[src/rtl/convert_arb.sv]
// convert_arb: round-robin scheduler sharing one registered fixed-point
// requantizer between N_CH sample streams.
//
// The granted sample is aligned from BIN_PT_IN to BIN_PT_OUT fractional bits.
// Narrowing is rounded half-up; widening is exact. The result is range-checked
// against N_BITS_OUT and presented on one valid/ready output, tagged with its
// source channel.
//
// Optional feature: define CONVERT_ARB_SAT_EN to clamp out-of-range results to
// the most positive/negative output code. Without it, out-of-range results
// keep their low N_BITS_OUT bits (wrap).
//
// Ports:
//   clk       in   sole clock, rising edge
//   rst       in   synchronous active-high reset
//   din       in   packed samples, channel k at [k*N_BITS_IN +: N_BITS_IN]
//   din_vld   in   per-channel sample valid
//   din_rdy   out  per-channel accept, one-hot or zero
//   dout      out  converted sample
//   dout_ch   out  source channel of dout
//   dout_vld  out  output valid
//   dout_rdy  in   downstream accept
//   dout_ovf  out  this sample overflowed the output range
//   sat_cnt   out  overflow events since reset, sticks at all-ones
module convert_arb #(
  parameter int N_CH       = 4,
  parameter int N_BITS_IN  = 8,
  parameter int BIN_PT_IN  = 7,
  parameter int N_BITS_OUT = 4,
  parameter int BIN_PT_OUT = 3,
  parameter int CW         = 16
) (
  input  logic                      clk,
  input  logic                      rst,
  input  logic [N_CH*N_BITS_IN-1:0] din,
  input  logic [N_CH-1:0]           din_vld,
  output logic [N_CH-1:0]           din_rdy,
  output logic [N_BITS_OUT-1:0]     dout,
  output logic [$clog2(N_CH)-1:0]   dout_ch,
  output logic                      dout_vld,
  input  logic                      dout_rdy,
  output logic                      dout_ovf,
  output logic [CW-1:0]             sat_cnt
);

  localparam int CHW = $clog2(N_CH);
  localparam int D   = BIN_PT_IN - BIN_PT_OUT;
  // Wide enough for the largest left shift (-D <= N_BITS_OUT) plus the
  // rounding carry, so alignment itself can never overflow.
  localparam int AW  = N_BITS_IN + N_BITS_OUT + 2;

  localparam logic [CHW:0] NCH_W = (CHW+1)'(N_CH);
  localparam logic signed [AW-1:0] MAX_V =
    {{(AW-N_BITS_OUT+1){1'b0}}, {(N_BITS_OUT-1){1'b1}}};
  localparam logic signed [AW-1:0] MIN_V =
    {{(AW-N_BITS_OUT+1){1'b1}}, {(N_BITS_OUT-1){1'b0}}};

  typedef enum logic {EMPTY, FULL} state_t;

  state_t                  state_q, state_d;
  logic [CHW-1:0]          ptr_q, ptr_d;
  logic [N_BITS_OUT-1:0]   dout_q, dout_d;
  logic [CHW-1:0]          ch_q, ch_d;
  logic                    ovf_q, ovf_d;
  logic [CW-1:0]           sat_q, sat_d;

  logic                    ld;
  logic                    found;
  logic [CHW-1:0]          grant;
  logic [CHW:0]            idx;
  logic                    xfer;
  logic signed [N_BITS_IN-1:0] sample;
  logic signed [AW-1:0]    ext;
  logic signed [AW-1:0]    aligned;
  logic                    ovf;
  logic [N_BITS_OUT-1:0]   res;

  assign ld = (state_q == EMPTY) || dout_rdy;

  // First valid channel searching upward from ptr, wrapping modulo N_CH.
  always_comb begin
    found = 1'b0;
    grant = '0;
    idx   = '0;
    for (int i = 0; i < N_CH; i++) begin
      idx = {1'b0, ptr_q} + (CHW+1)'(i);
      if (idx >= NCH_W) idx = idx - NCH_W;
      if (!found && din_vld[idx[CHW-1:0]]) begin
        found = 1'b1;
        grant = idx[CHW-1:0];
      end
    end
  end

  // No transfer may be acknowledged while reset is asserted.
  assign xfer = found && ld && !rst;

  always_comb begin
    din_rdy = '0;
    if (xfer) din_rdy[grant] = 1'b1;
  end

  assign sample = din[int'(grant)*N_BITS_IN +: N_BITS_IN];
  assign ext    = {{(AW-N_BITS_IN){sample[N_BITS_IN-1]}}, sample};

  generate
    if (D > 0) begin : g_round
      localparam logic signed [AW-1:0] HALF = {{(AW-1){1'b0}}, 1'b1} << (D-1);
      assign aligned = (ext + HALF) >>> D;
    end else begin : g_shift
      assign aligned = ext <<< (-D);
    end
  endgenerate

  assign ovf = (aligned > MAX_V) || (aligned < MIN_V);

`ifdef CONVERT_ARB_SAT_EN
  assign res = !ovf ? aligned[N_BITS_OUT-1:0]
             : (aligned > MAX_V) ? MAX_V[N_BITS_OUT-1:0]
             : MIN_V[N_BITS_OUT-1:0];
`else
  assign res = aligned[N_BITS_OUT-1:0];
`endif

  always_comb begin
    state_d = state_q;
    ptr_d   = ptr_q;
    dout_d  = dout_q;
    ch_d    = ch_q;
    ovf_d   = ovf_q;
    sat_d   = sat_q;
    if (xfer) begin
      state_d = FULL;
      dout_d  = res;
      ch_d    = grant;
      ovf_d   = ovf;
      ptr_d   = (grant == CHW'(N_CH-1)) ? '0 : grant + CHW'(1);
      if (ovf && (sat_q != {CW{1'b1}})) sat_d = sat_q + CW'(1);
    end else if ((state_q == FULL) && dout_rdy) begin
      state_d = EMPTY;
    end
  end

  always_ff @(posedge clk) begin
    if (rst) begin
      state_q <= EMPTY;
      ptr_q   <= '0;
      dout_q  <= '0;
      ch_q    <= '0;
      ovf_q   <= 1'b0;
      sat_q   <= '0;
    end else begin
      state_q <= state_d;
      ptr_q   <= ptr_d;
      dout_q  <= dout_d;
      ch_q    <= ch_d;
      ovf_q   <= ovf_d;
      sat_q   <= sat_d;
    end
  end

  assign dout     = dout_q;
  assign dout_ch  = ch_q;
  assign dout_vld = (state_q == FULL);
  assign dout_ovf = ovf_q;
  assign sat_cnt  = sat_q;

endmodule

[config.mk]
export PLATFORM = sky130hd
export DESIGN_NAME = convert_arb
export DESIGN_NICKNAME = d
export VERILOG_FILES = /design/src/rtl/convert_arb.sv
export SDC_FILE = /design/constraint.sdc
export NUM_CORES = 1
export LEC_CHECK = 0
export BUFFER_PORTS_ARGS = -buffer_cell sky130_fd_sc_hd__buf_2
export CORE_AREA = 5 5 70 72
export CTS_BUF_LIST = sky130_fd_sc_hd__clkbuf_4
export DETAILED_ROUTE_END_ITERATION = 7
export DIE_AREA = 0 0 75 77
export PLACE_DENSITY = 0.74
export SLEW_MARGIN = 20
export SYNTH_ARGS = -nofsm -noshare
export SYNTH_HDL_FRONTEND = slang
export SYNTH_SLANG_ARGS = --single-unit
[constraint.sdc]
create_clock -name clk -period 3.95 [get_ports clk]
set_clock_uncertainty 0.15 [all_clocks]
set_input_delay 0.1975 -clock clk [delete_from_list [all_inputs] [get_ports clk]]
set_output_delay 0.1975 -clock clk [all_outputs]
set_load 0.03 [all_outputs]
==> metrics.cfg <==
[status]
outcome=completed

[worst_setup_path]
rrSetupSlack_ps=370
cp_slowest_cell=a211oi_1
crit_type=reg2reg
worstSetupStartpointType=flop
worstPathArrival_ps=3660
path_max_fanout=11
cp_slowest_stage_delay_ps=540
reg2reg_to=sat_cnt[15]
required_ps=4030
r2r-start=ptr_q[1]
worstPathCellList=nand2_1 > a221o_2 > and3_1 > a211oi_1 > nor2_1 > ha_1 > or3_1 > nor3_1 > nand4_1 > o21ai_0 > mux2_2
reg2reg_depth=11
cp-end-kind=flop

[global_route]
grt_max_degree=39
track_usage_pct=15.86
antenna_found_initial=0
grt_pass1_wl_mm=7.555
grt_pass1_vias=1681
grt_overflow=0

[sta]
relSlewSlack_pct=56.09
worst_slack_ps=368.4
hold_violations=0
worst_slew_pin_slew_ps=658.6
slew_violations=0
fmax_ghz=0.2792
fin_crit_ps=3582
setup_viol_count_final=0
hold_slack_ps=46.50
fin_setup_tns_ps=0
grt_setup_unrepaired=false
min_period_over_period_pct=90.67

[synthesis]
synthXorXnorAreaFrac_pct=1.799
synth_top_family_by_area=simple AND/OR/NAND/NOR gates
async_flop_share_pct=0
ys_warn_count=0
synth.distinct_cells=51
synthCells=227
syn_nets=272
synth-adder-area-share_pct=3.856
yosysTopAreaCell=dfxtp_1
synth_area_per_cell_um2=8.577
yosys.area.top_type_share_pct=26.74
synth_ff_type=dfxtp_1
ys_seq_area_share_pct=26.74
synth.area.top_cells=dfxtp_1 27%, nor2b_1 4.5%, mux2_1 4.0%
synth.ff_latch_count=26
synth-compound-area-share_pct=19.34
synthesis.area_mm2=0.001947
synthMuxAreaShare_pct=11.44
synthSimpleGateAreaFrac_pct=33.29
synth-edff-count=0

[clock_network]
clk_latency_ps=320
cts_tree=yes
holdBufCountCts=0
clock_path_buffers=2
clk_pin_slew_ps=140
cts.sinks=26
cts_setup_buffers=0
root_buffer=clkbuf_4
htree_num_levels=1
numCtsBuffers=3
cts_resized=0

[route]
antenna_left=0
drc=0
first_pass_iters=4
vias=1797
wirelength_mm=4.286
routedWlPerCell_um=12.99
viasPerCell=5.445
drt-initial-drc-count=83

[floorplan]
ios=67
coreArea_mm2=0.004234
die_h_um=77
rows=24
die_area_mm2=0.005775
dieWidth_um=75
start_util_pct=45.98

[worst_hold_path]
worstHoldStart=dout_rdy
hold_class=in2reg
min_to=dout_vld
hold_depth=4

[final_layout]
multi_input_area_mm2=0.001358
area_delta_synth_final_pct=18.32
seq_area_um2=520.5
final_common_cell=buf_2
nNetsFinal=324
fill_cells=415
drive_gt1_share_pct=32.37
antenna_cells=0
layout_common_cells=54 x buf_2, 26 x dfxtp_1, 21 x nand2_1

[placed_design]
port_buffers=54
globalplace.congestion=0.7973
dpl_worst_slack_ps=354.3
dpl.hpwl_mm=3.349

[run]
maxCapViolCount=0

[power_and_ir_drop]
max-vdd-ir-drop_mv=0.2284
power_density_mw_per_mm2=391.0
p_leak_nw=0.9844

[sequential cells by signal, indices dropped and copies added (netlist names)]
name	count
dout_ovf	1
dout	4
dout_ch	2
sat_cnt	16
ptr_q	2
dout_vld	1
[logic make-up after synthesis]
group           count (synthesis)
buf+inv                        13
compound gates                 45
xor+xnor                        4
flops                          26
fa+ha+maj                       6
mux                            20
simple gates                  113
[layout make-up]
type | instances | share of cell area, %
clock buffer | 3 | 0.9777
clock inverter | 1 | 1.304
inverter | 4 | 0.9777
multi-input combinational | 188 | 58.94
sequential | 26 | 22.60
tap | 52 | 2.825
timing repair buffer | 56 | 12.38
[stage by stage]
| step | instance area [um^2] | instances | util [%] | power, mW |
|---|---|---|---|---|
| after floorplan | 1947 | 227 | - | 0.6427 |
| after global placement | 2251 | 326 | 53.16 | 0.7228 |
| after detailed placement | 2251 | 326 | 53.16 | 0.7284 |
| after CTS | 2303 | 330 | 54.40 | 0.9126 |
| after global routing | 2303 | 330 | 54.40 | 0.9678 |
| final | 2303 | 330 | 54.40 | 0.9006 |
[where the power goes]
| group | total (mW) | internal [mW] | switching (mW) |
|---|---|---|---|
| combinational | 0.408 | 0.148 | 0.260 |
| sequential | 0.311 | 0.290 | 0.0213 |
| clock | 0.182 | 0.103 | 0.0792 |
| total | 0.901 | 0.541 | 0.360 |
[worst max-delay path by stage]
stage               cells after the start     start     endpoint  slack (ps)
global route                           11  ptr_q[1]  sat_cnt[15]         150
CTS                                    11  ptr_q[1]  sat_cnt[15]         320
finish                                 11  ptr_q[1]  sat_cnt[15]         370
detailed placement                     11  ptr_q[1]  sat_cnt[15]         350
floorplan                              12  ptr_q[1]  sat_cnt[15]         700
global placement                       11  ptr_q[1]  sat_cnt[15]         400
[routing by layer]
layer	vias up	GRT usage [%]	share of wire, %
met5	-	0	0
met1	823	21.87	44
met2	41	25.96	49
li1	928	-	-
met4	0	3.203	0.82
met3	5	2.222	5.7
[critical path, delay by kind of cell (launching register included)]
kind | cells | cell delay (ps)
flops | 1 | 450
simple gates | 6 | 1040
mux | 1 | 360
fa+ha+maj | 1 | 390
compound gates | 3 | 1110
[Yosys cell counts (all sizes together), types with 5 or more instances]
cell,count
nor2,20
nand3,7
a21o,6
a211oi,6
and2,5
mux2i,8
dfxtp,26
a21oi,14
nor2b,14
o21ai,8
nand3b,7
ha,6
and3,7
nand2,23
mux2,12
nand4,9
nor3,6
clkbuf,6
Power figures use the tool's default switching activity.
